`config.mk`:
```
export PLATFORM = sky130hd
export DESIGN_NAME = alu_sched
export DESIGN_NICKNAME = d
export VERILOG_FILES = /design/src/rtl/alu_sched.sv
export SDC_FILE = /design/constraint.sdc
export NUM_CORES = 1
export LEC_CHECK = 0
export CORE_MARGIN = 2
export CORE_UTILIZATION = 40
export CTS_CLUSTER_SIZE = 12
export DETAILED_ROUTE_END_ITERATION = 7
export PLACE_DENSITY = 0.79
export SLEW_MARGIN = 5
export SYNTH_ARGS = -nofsm -noshare
export SYNTH_HDL_FRONTEND = slang
export SYNTH_SLANG_ARGS = --single-unit
```
`constraint.sdc`:
```
create_clock -name clk -period 2.46 [get_ports clk]
set_input_delay 0.246 -clock clk [delete_from_list [all_inputs] [get_ports clk]]
set_output_delay 0.246 -clock clk [all_outputs]
set_load 0.01 [all_outputs]
```
`src/rtl/alu_sched.sv`:
```
// rtl/alu_sched.sv - round-robin two-requester scheduler/sequencer for the shared 16-bit ALU
module alu_sched #(
   parameter int unsigned SETTLE  = 2,
   parameter int unsigned TIMEOUT = 64
) (
   input  logic        clk,
   input  logic        rst_n,
   input  logic        a_req,
   input  logic [3:0]  a_op,
   input  logic [15:0] a_nr1,
   input  logic [15:0] a_nr2,
   input  logic        a_sh,
   input  logic [3:0]  a_pos,
   output logic        a_gnt,
   input  logic        b_req,
   input  logic [3:0]  b_op,
   input  logic [15:0] b_nr1,
   input  logic [15:0] b_nr2,
   input  logic        b_sh,
   input  logic [3:0]  b_pos,
   output logic        b_gnt,
   output logic [3:0]  alu_control,
   output logic        alu_bgn,
   output logic        alu_sh,
   output logic [3:0]  alu_pos,
   output logic [15:0] alu_nr1,
   output logic [15:0] alu_nr2,
   input  logic [31:0] alu_outbus,
   input  logic        alu_carry_next,
   input  logic        alu_borrow_next,
   input  logic        alu_fin,
   output logic        rsp_valid,
   input  logic        rsp_ready,
   output logic        rsp_id,
   output logic [31:0] rsp_data,
   output logic        rsp_carry,
   output logic        rsp_borrow,
   output logic        rsp_err
);

   typedef enum logic [2:0] {
      S_IDLE,
      S_ISSUE,
      S_RUN,
      S_DRAIN,
      S_DONE
   } state_t;

   localparam logic [7:0] SETTLE_LAST  = 8'(SETTLE - 1);
   localparam logic [7:0] TIMEOUT_LAST = 8'(TIMEOUT - 1);

   state_t      state_q;
   logic        rr_q;
   logic [7:0]  cnt_q;
   logic        fin_q;
   logic        id_q;

   logic [3:0]  alu_control_q;
   logic        alu_bgn_q;
   logic        alu_sh_q;
   logic [3:0]  alu_pos_q;
   logic [15:0] alu_nr1_q;
   logic [15:0] alu_nr2_q;

   logic        rsp_valid_q;
   logic        rsp_id_q;
   logic [31:0] rsp_data_q;
   logic        rsp_carry_q;
   logic        rsp_borrow_q;
   logic        rsp_err_q;

   logic        gnt_a_d;
   logic        gnt_b_d;
   logic [3:0]  sel_op_d;
   logic [15:0] sel_nr1_d;
   logic [15:0] sel_nr2_d;
   logic        sel_sh_d;
   logic [3:0]  sel_pos_d;
   logic        iter_q;

   // Grant only in IDLE; rr_q picks the winner when both ask; gated by rst_n so outputs read 0 in reset
   always_comb begin
      gnt_a_d = 1'b0;
      gnt_b_d = 1'b0;
      if (rst_n && state_q == S_IDLE) begin
         if (a_req && (!b_req || !rr_q)) begin
            gnt_a_d = 1'b1;
         end else if (b_req) begin
            gnt_b_d = 1'b1;
         end
      end
   end

   // Operand mux for whichever side is being granted this cycle
   always_comb begin
      sel_op_d  = gnt_b_d ? b_op  : a_op;
      sel_nr1_d = gnt_b_d ? b_nr1 : a_nr1;
      sel_nr2_d = gnt_b_d ? b_nr2 : a_nr2;
      sel_sh_d  = gnt_b_d ? b_sh  : a_sh;
      sel_pos_d = gnt_b_d ? b_pos : a_pos;
   end

   // Only legal ops reach RUN, so the held control code tells us whether to wait for fin
   assign iter_q = (alu_control_q == 4'd0) || (alu_control_q == 4'd1);

   // Sequencer: grant latch, ALU drive, run timing and response capture
   always_ff @(posedge clk or negedge rst_n) begin
      if (!rst_n) begin
         state_q       <= S_IDLE;
         rr_q          <= 1'b0;
         cnt_q         <= 8'd0;
         fin_q         <= 1'b0;
         id_q          <= 1'b0;
         alu_control_q <= 4'd0;
         alu_bgn_q     <= 1'b0;
         alu_sh_q      <= 1'b0;
         alu_pos_q     <= 4'd0;
         alu_nr1_q     <= 16'd0;
         alu_nr2_q     <= 16'd0;
         rsp_valid_q   <= 1'b0;
         rsp_id_q      <= 1'b0;
         rsp_data_q    <= 32'd0;
         rsp_carry_q   <= 1'b0;
         rsp_borrow_q  <= 1'b0;
         rsp_err_q     <= 1'b0;
      end else begin
         alu_bgn_q <= 1'b0;
         case (state_q)
            S_IDLE: begin
               if (gnt_a_d || gnt_b_d) begin
                  id_q <= gnt_b_d;
                  rr_q <= ~gnt_b_d;
                  if (sel_op_d >= 4'd7) begin
                     // Illegal op never touches the ALU; answer with an error at once
                     rsp_valid_q  <= 1'b1;
                     rsp_id_q     <= gnt_b_d;
                     rsp_data_q   <= 32'd0;
                     rsp_carry_q  <= 1'b0;
                     rsp_borrow_q <= 1'b0;
                     rsp_err_q    <= 1'b1;
                     state_q      <= S_DONE;
                  end else begin
                     alu_control_q <= sel_op_d;
                     alu_nr1_q     <= sel_nr1_d;
                     alu_nr2_q     <= sel_nr2_d;
                     alu_sh_q      <= sel_sh_d;
                     alu_pos_q     <= sel_pos_d;
                     alu_bgn_q     <= (sel_op_d == 4'd0) || (sel_op_d == 4'd1);
                     state_q       <= S_ISSUE;
                  end
               end
            end
            S_ISSUE: begin
               cnt_q   <= 8'd0;
               fin_q   <= 1'b0;
               state_q <= S_RUN;
            end
            S_RUN: begin
               // fin is registered so iterative results report two edges after fin is seen
               fin_q <= alu_fin;
               if (!iter_q) begin
                  if (cnt_q == SETTLE_LAST) begin
                     state_q <= S_DRAIN;
                  end else begin
                     cnt_q <= cnt_q + 8'd1;
                  end
               end else if (fin_q) begin
                  state_q <= S_DRAIN;
               end else if (cnt_q == TIMEOUT_LAST) begin
                  rsp_valid_q  <= 1'b1;
                  rsp_id_q     <= id_q;
                  rsp_data_q   <= 32'd0;
                  rsp_carry_q  <= 1'b0;
                  rsp_borrow_q <= 1'b0;
                  rsp_err_q    <= 1'b1;
                  state_q      <= S_DONE;
               end else begin
                  cnt_q <= cnt_q + 8'd1;
               end
            end
            S_DRAIN: begin
               rsp_valid_q  <= 1'b1;
               rsp_id_q     <= id_q;
               rsp_data_q   <= alu_outbus;
               rsp_carry_q  <= alu_carry_next;
               rsp_borrow_q <= alu_borrow_next;
               rsp_err_q    <= 1'b0;
               state_q      <= S_DONE;
            end
            S_DONE: begin
               if (rsp_ready) begin
                  rsp_valid_q <= 1'b0;
                  state_q     <= S_IDLE;
               end
            end
            default: begin
               state_q <= S_IDLE;
            end
         endcase
      end
   end

   assign a_gnt       = gnt_a_d;
   assign b_gnt       = gnt_b_d;
   assign alu_control = alu_control_q;
   assign alu_bgn     = alu_bgn_q;
   assign alu_sh      = alu_sh_q;
   assign alu_pos     = alu_pos_q;
   assign alu_nr1     = alu_nr1_q;
   assign alu_nr2     = alu_nr2_q;
   assign rsp_valid   = rsp_valid_q;
   assign rsp_id      = rsp_id_q;
   assign rsp_data    = rsp_data_q;
   assign rsp_carry   = rsp_carry_q;
   assign rsp_borrow  = rsp_borrow_q;
   assign rsp_err     = rsp_err_q;

endmodule
```
Yosys cells after proc, flatten, opt, wreduce, memory -nomap -nowiden
Cells that the tools add are included.
{"block": "classes", "add_sub_neg": 1, "magnitude_cmp": 1, "eq_ne": 19, "n_mux": 54, "bitwise": 2, "n_reduce_logical": 20}
{"op": "two-way mux 32 bit", "count": 5}
{"op": "one-hot mux 32 bit (3 select lines)", "count": 1}
{"op": "two-way mux 16 bit", "count": 2}
{"op": "two-way mux 8 bit", "count": 4}
{"op": "two-way mux 1 bit", "count": 25}
{"op": "two-way mux 3 bit", "count": 7}
{"op": "one-hot mux 8 bit (2 select lines)", "count": 1}
{"op": "one-hot mux 3 bit (5 select lines)", "count": 1}
{"op": "inequality test 3 bit (second input constant)", "count": 4}
{"op": "one-hot mux 1 bit (3 select lines)", "count": 4}
{"op": "adder 8 x 1 -> 8 bit (second input constant)", "count": 1}
{"op": "equality test 4 x 1 -> 1 bit (second input constant)", "count": 2}
{"op": "equality test 8 x 1 -> 1 bit (second input constant)", "count": 1}
{"op": "equality test 8 x 6 -> 1 bit (second input constant)", "count": 1}
{"op": "zero test 4 bit", "count": 2}
{"op": "two-way mux 4 bit", "count": 2}
{"op": "inequality test 2 bit (second input constant)", "count": 4}
{"op": "AND reduction 4 bit", "count": 2}
{"op": "AND reduction 7 bit", "count": 1}
{"op": "equality test 3 x 2 -> 1 bit (second input constant)", "count": 2}
{"op": "AND reduction 6 bit", "count": 1}
{"op": ">= comparator 4 x 3 -> 1 bit (second input constant)", "count": 1}
{"op": "logical OR 1 bit", "count": 4}
{"op": "inequality test 2 x 1 -> 1 bit (second input constant)", "count": 2}
{"op": "other kinds (14)", "count": 17}
{"block": "totals", "ff_bits": 93, "in_bits": 122, "output_inout_bits": 81}

Depth between registers and ports, before layout
{"block": "logic_depth", "word_depth": 11, "depth_mapped": 9}

Least setup slack after synthesis
OpenSTA, ideal clock, no wires.
{"block": "synth_timing", "path_kind": "register to register", "startpoint": "reg alu_control_q[1], in the netlist alu_control[1]", "endpoint": "reg rsp_data_q[16], in the netlist rsp_data[16]", "setup_time_ps": 121, "arrival_ps": 1945, "t_required_ps": 2339, "setup_slack_ps": 395, "path_stages_with_launch": 8, "n_path_buf": 2, "cell_sequence": "dfrtp_1 or4_1 and2_4 a221oi_4 nand3_1 buf_4 buf_6 a22o_1"}
{"block": "synth_between", "elab_chain_cells": 4, "word_cells_on_any_way": 5}
{"item": "start, declared", "line": "58", "source": "logic [3:0] alu_control_q;"}
{"item": "start signal, assigned", "line": "143", "source": "alu_control_q <= sel_op_d;"}
{"item": "equality test 4 x 1 -> 1 bit / zero test 4 bit (equally long branches)", "line": "104", "source": "assign iter_q = (alu_control_q == 4'd0) || (alu_control_q == 4'd1);"}
{"item": "logical OR 1 bit (*)", "line": "104"}
{"item": "inequality test 2 bit (no line) (*)"}
{"item": "AND reduction 6 bit (no line) (*)"}
{"item": "end signal, assigned", "line": "184", "source": "rsp_data_q <= alu_outbus;"}
{"item": "end, declared", "line": "67", "source": "logic [31:0] rsp_data_q;"}
Every way passes the cells marked *; elsewhere a longest branch is shown, timed or not.
A chain may end at the register's enable or synchronous reset.

Worst setup path in the final report
{"block": "layout_timing", "startpoint": "in rst_n", "endpoint": "out a_gnt"}
{"block": "layout_between", "elab_chain_cells": 2}
{"item": "start, declared", "line": "7", "source": "input logic rst_n,"}
{"item": "logical AND 1 bit", "line": "85", "source": "if (rst_n && state_q == S_IDLE) begin"}
{"item": "two-way mux 1 bit", "line": "85"}
{"item": "end, declared", "line": "14", "source": "output logic a_gnt,"}
No other way between the ends.

==> impl_results.md <==
* Initial Util at 41.5%
* Crit path max fanout at 28
* Synth Net Count at 535
* Gr ovfl total at 0
* CTS tree: yes
* Register area share after synthesis at 57.1%
* Final HPWL DP at a little under 9000 um
* Clk_lat worst skew at between 0.3 and 0.4 ns
* Leakage at 0.00283 uW
* ANT cells at 0
* Ys flop type: dfrtp_1
* YS warnings at 0
* Largest net degree at the start of global routing at 61
* Final WS setup at 0.109 ns
* Vias per inst at 5.14
* GRT Resource Usage Total at 22.1%
* Post-synth EDFFs at 0
* Num CTS Buffers at 9
* Die footprint at approximately 11000 sq um
* Post-route antenna net violation count at 0
* Nets@finish at 736
* Fin crit period at 2.35 ns
* Chip height at 105 um
* DRC Markers at 0
* Post-synth top cells: 94 x nand2_1, 93 x dfrtp_1, 55 x nor2_1
* Layout cell share with drive strength beyond 1 at between 6 and 7%
* Num rows at 36
* Synth Register Bits at 93
* CP Capture Type: output pin
* Mean post-synth cell area at 9.92 sq um
* Non-filler cells, final at 750
* Cell with the most instances after synthesis: nand2_1
* Initial antenna violation count at 0
* CP arrival at 2.10 ns
* Area Overhead vs Synth at 60.2%
* Synth async-reset ratio at 100%
* Critical path launch point type: primary input
* WL/cell at around 16 um
* Core Region at roughly 9800 sq um
* # IOs at 203
* Post-Route WL at 12100 um
* Setup-failing EPs final at 0
* Netlist cell types at 45
* Clock sinks at 93
* First-pass GRT wire length at 19500 um
* Worst VDD drop at 0.000555 V
* Gpl congestion at between 0.8 and 0.9
* Post-Syn Instances at 411
* Placed insts at 730
* Clk slew on worst S/H paths at approximately 0.09 ns
* Die extent in x at 105 um
* Hold WS at roughly 0.43 ns
* Max Cap Viol at 0
* HP Class: in2reg
* Critical Path RT at roughly 2.2 ns
* Max Slew Vio Count at 0
* Vias in the first global route at between 3000 and 4000
* Area leader, netlist: dfrtp_1
* Period utilisation layout at between 90% and 100%
* Iter 0 DRT Violations at roughly 220
* DR vias at 3857
* Root Buffer: clkbuf_8
* Crit Path Category: in2out
* Top-area cell type share of the netlist area at 57.1%
* Pre-CTS setup slack at 0.159 ns
* Pwr dens at between 900 and 1000 nW/um^2
* Area contributors post-synth: dfrtp_1 57%, nand2_1 8.7%, a22o_1 7.5%
* Max frequency at 0.425 GHz
* Outcome: finished, final reports clean
* Power Total at between 6000 and 7000 uW
* Max Clock Skew at 0.0106 ns
* First-pass DRT Iterations at 5
* Max_slew headroom at 49.2%
* Mapped Area at 4080 sq um
* Worst-Margin Slew at 0.763 ns
* Hold Vio Cnt, Final at 0
* Buffers on Ports at 202
* H-tree levels at 3
* CTS max path bufs at 2
## placed cells by master (no fill, tap or decap), drive strengths merged, types with 2 or more instances in the layout
cell           instances
dfrtp                 93
a22o                  35
o2111ai                3
bufinv                 2
and2                   2
xor2                   5
o22ai                  2
or3                    2
dlygate4sd3            2
nor3                   2
ha                     2
clkbuf                10
and3                   3
a21oi                  3
buf                   13
inv                    5
nand3                  6
clkdlybuf4s50        200
a31oi                 43
o21ai                  7
nand2b                 4
nor2                  55
nand2                 94
clkinv                 2
## sequential cells by signal, indices dropped and copies added (netlist names), 3 cells and up
| name | cells |
|---|---|
| alu_control | 4 |
| alu_nr1 | 16 |
| alu_nr2 | 16 |
| alu_pos | 4 |
| cnt_q | 8 |
| rsp_data | 32 |
| state_q | 3 |
## routing by layer
| layer | global-route usage [%] | routed length (um) | share of wire [%] | vias up |
|---|---|---|---|---|
| met5 | 0 | 0 | 0 | - |
| met4 | 7.81 | 232 | 1.9 | 0 |
| met3 | 6.61 | 1040 | 8.7 | 22 |
| met2 | 37.4 | 5650 | 47 | 178 |
| met1 | 26.7 | 5130 | 43 | 1812 |
| li1 | - | - | - | 1845 |
## logic make-up (layout without fill, tap and decap cells)
kind of cell | after synthesis | count (layout) | synth area share (%)
AOI/OAI and AO/OA | 103 | 103 | 19.0
xor gates and xnor gates | 6 | 6 | 1.29
adders and majority gates | 2 | 2 | 0.613
buffers and inverters | 30 | 236 | 3.37
DFF | 93 | 93 | 57.1
muxes | 2 | 2 | 0.521
and+or+nand+nor | 175 | 175 | 18.1
## stage by stage
stage	area [sq um]	TNS, ns	utilization (%)
3_5_place_dp	6270	0	63.9
5_1_grt	6530	-0.0129	66.5
3_3_place_gp	6270	0	63.9
6_report	6530	0	66.5
2_1_floorplan	4080	0	-
4_1_cts	6510	0	66.3
## what timing repair did
item | in CTS | in global routing
hold buffers | 2 | 0
endpoints found under the setup margin | 0 | 2
endpoints found under the hold margin | 6 | 0
gates resized for setup | 0 | 3
buffers inserted | 0 | 2
## worst max-delay path: stages
cell and delay, ns:
dlygate4sd3_1 0.55, buf_4 0.16, buf_6 0.26, nand2_1 0.16
nor2_1 0.14, clkdlybuf4s50_1 0.57
## power breakdown
part           internal (uW)  switching [uW]  leakage (uW)
Sequential              2010             339       0.00117
Clock                    573             539      0.000107
Combinational           1540            1410       0.00155
Total                   4130            2290       0.00283
## worst paths after layout
kind	start	cells past startpoint	to	slack, ns
max	rst_n	6	a_gnt	0.11
min	b_nr1[14]	3	alu_nr1[14]$_DFFE_PN0P_	0.43
max reg2reg	state_q[1]$_DFFE_PN0P_	5	cnt_q[3]$_DFFE_PN0P_	0.25
min reg2reg	rsp_data[2]$_DFFE_PN0P_	1	rsp_data[2]$_DFFE_PN0P_	0.51
max in group asynchronous	rst_n	3	cnt_q[4]$_DFFE_PN0P_	1.26
min in group asynchronous	rst_n	3	alu_pos[1]$_DFFE_PN0P_	0.48
## area by class of cell
cell class / instances / area [sq um]
Tap cell: 133 / 166
Sequential cell: 93 / 2330
Clock inverter: 6 / 86.3
Timing Repair Buffer: 216 / 2170
Clock buffer: 10 / 128
Fill cell: 811 / 3290
Inverter: 4 / 15.0
Multi-Input combinational cell: 288 / 1640
(Power assumes the default switching activity.)
